### src/rtl/modmul_pkg.sv
`default_nettype none
// modmul_pkg: state encoding, bus width and reference moduli for the reduction initiator.
// Revision 1.0
package modmul_pkg;

  localparam int DATA_LENGTH = 64;

  typedef enum logic [2:0] {
    IDLE  = 3'd0,
    MUL   = 3'd1,
    ISSUE = 3'd2,
    WAIT  = 3'd3,
    OUT   = 3'd4
  } state_t;

  localparam logic [DATA_LENGTH-1:0] KYBER_Q     = 64'd3329;
  localparam logic [DATA_LENGTH-1:0] DILITHIUM_Q = 64'd8380417;
  localparam logic [DATA_LENGTH-1:0] FERMAT_F4   = 64'd65537;
  localparam logic [DATA_LENGTH-1:0] MERSENNE_31 = 64'd2147483647;

endpackage
`default_nettype wire

### src/rtl/serial_shiftadd_mul.sv
`default_nettype none
// serial_shiftadd_mul: radix-2 shift-add multiplier, one multiplier bit per step.
// Revision 1.0
module serial_shiftadd_mul
  import modmul_pkg::*;
#(
  parameter int OPERAND_LENGTH = 32
) (
  input  logic                          clk,
  input  logic                          rst,
  input  logic                          load,
  input  logic                          step,
  input  logic [OPERAND_LENGTH-1:0]     a,
  input  logic [OPERAND_LENGTH-1:0]     b,
  output logic [2*OPERAND_LENGTH-1:0]   acc,
  output logic                          done
);

  localparam int CW = $clog2(OPERAND_LENGTH) + 1;

  logic [2*OPERAND_LENGTH-1:0] mcand;
  logic [OPERAND_LENGTH-1:0]   mult;
  logic [CW-1:0]               count;

  // done fires together with the final step so the FSM leaves MUL on schedule
  assign done = step && (count == CW'(OPERAND_LENGTH - 1));

  always_ff @(posedge clk or posedge rst) begin
    if (rst) begin
      acc   <= '0;
      mcand <= '0;
      mult  <= '0;
      count <= '0;
    end else if (load) begin
      acc   <= '0;
      mcand <= (2*OPERAND_LENGTH)'(a);
      mult  <= b;
      count <= '0;
    end else if (step) begin
      if (mult[0]) begin
        acc <= acc + mcand;
      end
      mcand <= mcand << 1;
      mult  <= mult >> 1;
      count <= count + CW'(1);
    end
  end

endmodule
`default_nettype wire

### src/rtl/modmul_reduce_initiator.sv
`default_nettype none
// modmul_reduce_initiator: multiplies a*b serially, hands the product to a reducer, returns a*b mod m.
// Optional watchdog in WAIT enabled by MODMUL_TIMEOUT_EN (adds parameter TIMEOUT_CYCLES). Revision 1.0
module modmul_reduce_initiator
  import modmul_pkg::*;
#(
  parameter int DATA_LENGTH    = modmul_pkg::DATA_LENGTH,
  parameter int OPERAND_LENGTH = 32
`ifdef MODMUL_TIMEOUT_EN
  ,
  parameter int TIMEOUT_CYCLES = 64
`endif
) (
  input  logic                      clk_i,
  input  logic                      rst_i,
  input  logic                      in_valid_i,
  output logic                      in_ready_o,
  input  logic [OPERAND_LENGTH-1:0] a_i,
  input  logic [OPERAND_LENGTH-1:0] b_i,
  input  logic [DATA_LENGTH-1:0]    m_i,
  output logic                      red_start_o,
  output logic [DATA_LENGTH-1:0]    red_x_o,
  output logic [DATA_LENGTH-1:0]    red_m_o,
  output logic [DATA_LENGTH-1:0]    red_m_bl_o,
  input  logic [DATA_LENGTH-1:0]    red_result_i,
  input  logic                      red_valid_i,
  output logic                      out_valid_o,
  input  logic                      out_ready_i,
  output logic [DATA_LENGTH-1:0]    result_o,
  output logic                      error_o
);

  state_t state_q, state_d;

  logic [DATA_LENGTH-1:0]      m_q;
  logic [DATA_LENGTH-1:0]      m_bl_q;
  logic [DATA_LENGTH-1:0]      m_bl_d;
  logic [DATA_LENGTH-1:0]      result_q;
  logic                        error_q;
  logic                        mul_load;
  logic                        mul_step;
  logic                        mul_done;
  logic [2*OPERAND_LENGTH-1:0] acc;
  logic                        m_bad;
  logic                        timeout_hit;

  assign m_bad = m_i < DATA_LENGTH'(2);

  serial_shiftadd_mul #(
    .OPERAND_LENGTH(OPERAND_LENGTH)
  ) u_mul (
    .clk  (clk_i),
    .rst  (rst_i),
    .load (mul_load),
    .step (mul_step),
    .a    (a_i),
    .b    (b_i),
    .acc  (acc),
    .done (mul_done)
  );

`ifdef MODMUL_TIMEOUT_EN
  localparam int TW = $clog2(TIMEOUT_CYCLES + 1);
  logic [TW-1:0] wait_cnt;

  always_ff @(posedge clk_i or posedge rst_i) begin
    if (rst_i) begin
      wait_cnt <= '0;
    end else if (state_q == WAIT) begin
      wait_cnt <= wait_cnt + TW'(1);
    end else begin
      wait_cnt <= '0;
    end
  end

  assign timeout_hit = (state_q == WAIT) && (wait_cnt == TW'(TIMEOUT_CYCLES - 1));
`else
  assign timeout_hit = 1'b0;
`endif

  // Priority encoder: position of the highest set bit of the latched modulus, plus one
  always_comb begin
    m_bl_d = '0;
    for (int i = 0; i < DATA_LENGTH; i++) begin
      if (m_q[i]) begin
        m_bl_d = DATA_LENGTH'(i + 1);
      end
    end
  end

  always_ff @(posedge clk_i or posedge rst_i) begin
    if (rst_i) begin
      state_q <= IDLE;
    end else begin
      state_q <= state_d;
    end
  end

  always_comb begin
    state_d  = state_q;
    mul_load = 1'b0;
    mul_step = 1'b0;
    case (state_q)
      IDLE: begin
        if (in_valid_i) begin
          mul_load = 1'b1;
          state_d  = m_bad ? OUT : MUL;
        end
      end
      MUL: begin
        mul_step = 1'b1;
        if (mul_done) begin
          state_d = ISSUE;
        end
      end
      ISSUE: state_d = WAIT;
      WAIT: begin
        if (red_valid_i || timeout_hit) begin
          state_d = OUT;
        end
      end
      OUT: begin
        if (out_ready_i) begin
          state_d = IDLE;
        end
      end
      default: state_d = IDLE;
    endcase
  end

  always_ff @(posedge clk_i or posedge rst_i) begin
    if (rst_i) begin
      m_q      <= '0;
      m_bl_q   <= '0;
      result_q <= '0;
      error_q  <= 1'b0;
    end else begin
      if (state_q == IDLE && in_valid_i) begin
        m_q <= m_i;
        if (m_bad) begin
          result_q <= '0;
          error_q  <= 1'b1;
        end
      end
      // Bit length is captured on the MUL->ISSUE edge so it is valid alongside red_start_o
      if (state_q == MUL && mul_done) begin
        m_bl_q <= m_bl_d;
      end
      if (state_q == WAIT) begin
        if (red_valid_i) begin
          result_q <= red_result_i;
          error_q  <= 1'b0;
        end else if (timeout_hit) begin
          result_q <= '0;
          error_q  <= 1'b1;
        end
      end
    end
  end

  assign in_ready_o  = (state_q == IDLE);
  assign red_start_o = (state_q == ISSUE);
  assign out_valid_o = (state_q == OUT);
  assign red_x_o     = DATA_LENGTH'(acc);
  assign red_m_o     = m_q;
  assign red_m_bl_o  = m_bl_q;
  assign result_o    = result_q;
  assign error_o     = error_q;

endmodule
`default_nettype wire

### config.mk
export PLATFORM = sky130hd
export DESIGN_NAME = modmul_reduce_initiator
export DESIGN_NICKNAME = d
export VERILOG_FILES = /design/src/rtl/modmul_pkg.sv /design/src/rtl/serial_shiftadd_mul.sv /design/src/rtl/modmul_reduce_initiator.sv
export SDC_FILE = /design/constraint.sdc
export NUM_CORES = 1
export LEC_CHECK = 0
export BUFFER_PORTS_ARGS = -buffer_cell sky130_fd_sc_hd__buf_2
export CORE_MARGIN = 8
export CORE_UTILIZATION = 30
export CTS_BUF_LIST = sky130_fd_sc_hd__clkbuf_16
export DETAILED_ROUTE_END_ITERATION = 10
export GPL_TIMING_DRIVEN = 0
export MAX_ROUTING_LAYER = met4
export PLACE_DENSITY_LB_ADDON = 0.3
export REMOVE_ABC_BUFFERS = 1
export SYNTH_ARGS = -nofsm -noshare
export SYNTH_HDL_FRONTEND = slang
export SYNTH_HIERARCHICAL = 1
export SYNTH_SLANG_ARGS = --single-unit
### constraint.sdc
create_clock -name clk_i -period 6 [get_ports clk_i]
set_input_delay 0.3 -clock clk_i [delete_from_list [all_inputs] [get_ports clk_i]]
set_output_delay 0.3 -clock clk_i [all_outputs]
set_load 0.01 [all_outputs]
==> metrics.yaml <==
status:
  status: "finished, final reports clean"
clocking:
  clk_latency_ps: 570
  post-cts-setup-buffers: 0
  cts_root_buf: "clkbuf_16"
  cts_resized: 0
  path_clk_slew_ps: 70
  clk_path_buf_depth: 3
  htree_num_levels: 2
  cts_sinks: 305
  numCtsBuffers: 38
  cts_tree: "done"
worst_hold_path:
  hp-start: "m_i[60]"
  min_path_cells: 2
  whs_endpoint: "red_m_o[60]"
  min_path_type: "input port to flop"
synth:
  synth-seq-cells: 305
  seq_area_frac_synth_pct: 43.7
  ys_types: 80
  yosysMostFrequentCell: "nand2_1"
  synth_edf_count: 0
  syn_area_mm2: 0.0174
  synth_commonest_cells: "358 x nand2_1, 305 x dfrtp_1, 192 x o21ai_0"
  synth_cells: 1944
  synth.avg_cell_area_um2: 8.98
  synth_area_leaders: "dfrtp_1 44%, nand2_1 7.7%, mux2i_1 5.5%, o21ai_0 5.5%, ha_1 4.6%"
  synthFlopType: "dfrtp_1"
  async_flop_share_pct: 100
  synth_top_area_share_pct: 43.7
  ys_warn_count: 6
  synth.largest_area_cell: "dfrtp_1"
sta:
  setup_viol: 0
  slew_headroom_pct: 15.2
  period_needed_ps: 3740
  hold_viol_final: 0
  worstMarginPinSlew_ps: 1270
  skew_ps: 33.2
  rsz0062_at_grt: "no"
  fmax_mhz: 268
  layout_worst_path_cycle_share_pct: 62.3
  drv_slew: 0
place:
  dp_hpwl_um: 42700
  routabilityCongestion: 0.887
  dp.cells: 3025
  io_buffers: 399
  dpl_cell_area_mm2: 0.0201
detailed_routing:
  dr.pass1.iters: 7
  drt_iter0_drc: 990
  routedWlPerCell_um: 18.0
  remaining_drc_errors: 0
  drt.antenna.violating_nets: 0
  wirelength_um: 59100
  via_count: 16500
  via_per_inst: 5.04
final_layout:
  fin_nets: 2752
  syn_to_final_growth_pct: 33.0
  fillers: 5642
  fin_cells: 3284
  drive_above_1_share_pct: 21.5
  fin_area_mm2: 0.0232
worst_setup_path:
  r2r_end: "u_mul/acc[38]"
  worstPathMaxFanout: 5
  worst_ep_arrival_time_ps: 4210
  end_kind: "flop"
  crit_required_ps: 6470
  start_kind: "flop"
  reg2reg_depth: 12
  reg2reg_from: "u_mul/acc[0]"
  regToRegSetupSlack_ps: 2260
  critPathKind: "flop to flop"
grt:
  grt_pass1_vias: 17400
  grt_pass1_wl_um: 94500
  grtUsageTotal_pct: 17.7
  antenna_found_initial: 3
  overflow: 0
  grt_max_degree: 97
floorplan:
  initial_core_util_pct: 30.3
  io_pins: 457
  die_h_um: 257
  die_w_um: 257
  die_area_mm2: 0.0661
  core_area_mm2: 0.0576
  rows: 88
power_and_ir_drop:
  irDropWorstVdd_mv: 0.236
  power_density_mw_per_mm2: 492
  p_leak_nw: 11.2
job:
  maxCapViolCount: 0
repair_timing:
item | 4_1_cts | 5_1_grt
hold buffers | 190 | 0
hold endpoints to repair | 328 | 0
endpoints found under the setup margin | 0 | 0
worst max-delay path, stage by stage, from the launching register on:
cell       delay, ps
dfrtp_1          380
ha_1             230
inv_1             70
fa_1             380
nand2b_1         190
a21oi_1          290
o21bai_1         180
a21oi_2          360
o21bai_1         150
a211oi_1         640
o21ai_1          170
a2111oi_0        420
a311o_1          180
report_power, final:
| part | internal, mW | switching [mW] |
|---|---|---|
| sequential | 2.95 | 0.866 |
| combinational | 2.21 | 3.17 |
| clock | 1.28 | 0.931 |
routing by layer:
layer / track usage (%) / part of all wire, %
met3: 4.08 / 7.1
met2: 28.9 / 48
met1: 21.5 / 42
met5: - / 0
met4: 5.80 / 3.0
registers in the layout, summed over array words and instances, names as in the netlist, 3 cells and up:
name and cells:
u_mul/count 6, state_q 3, red_m_bl_o 7, u_mul/acc 64, u_mul/mcand 64, u_mul/mult 32
result_o 64, red_m_o 64
area by class of cell:
cell class	count	area [um^2]	area share [%]
Inverter	41	166	0.717
Clock inverter	29	224	0.965
Multi-Input combinational cell	1501	9040	39.0
Tap cell	765	957	4.12
Timing Repair Buffer	603	4230	18.2
Sequential cell	305	7630	32.9
Antenna cell	2	5.00	0.0216
Clock buffer	38	951	4.10
how the worst max path moves through the flow:
stage	from	endpoint	cells past startpoint	slack [ps]
2_1_floorplan	state_q[0]	u_mul/acc[33]	8	-8160
3_3_place_gp	state_q[0]	u_mul/acc[33]	8	-18260
3_5_place_dp	u_mul/mcand[0]	u_mul/acc[38]	12	2280
4_1_cts	u_mul/acc[0]	u_mul/acc[38]	12	2220
5_1_grt	u_mul/acc[0]	u_mul/acc[38]	12	1940
6_report	u_mul/acc[0]	u_mul/acc[38]	12	2260
cells in the final DEF, fill, tap and decap left out, types with 24 or more instances in the layout:
master         instances
inv_1                 49
dfrtp_1              305
conb_1                57
nor4_1                31
o21ai_0              192
ha_1                  64
clkbuf_16             38
nor2_1               117
mux2i_1               96
buf_2                399
nand3_1               35
nand4_1               27
nand2_1              357
o21ai_1               24
nor3_1                39
dlygate4sd3_1        190
a21oi_1              138
mux2_2                53
per-stage QoR:
stage | setup TNS (ps) | hold WS, ps | utilization, % | worst slack [ps] | total power, mW
6_report | 0 | 51.8 | 40.3 | 2260 | 11.4
5_1_grt | 0 | 23.0 | 40.3 | 1940 | 12.3
4_1_cts | 0 | 1.77 | 40.3 | 2220 | 11.5
3_5_place_dp | 0 | 401 | 35.0 | 2280 | 9.11
3_3_place_gp | -3449960 | 465 | 34.3 | -18260 | 9.20
2_1_floorplan | -1417090 | 417 | - | -8160 | 7.26
kinds of logic after synthesis:
kind of cell,count (synthesis),synth area share [%]
AND/OR/NAND/NOR,682,17.4
AO/OA/AOI/OAI,509,17.5
flip-flops,305,43.7
buffers and inverters,194,5.78
multiplexers,149,8.93
adder cells (fa/ha/maj),65,4.70
XOR/XNOR,39,1.96
other,1,0.0215
Power figures use the tool's default switching activity.
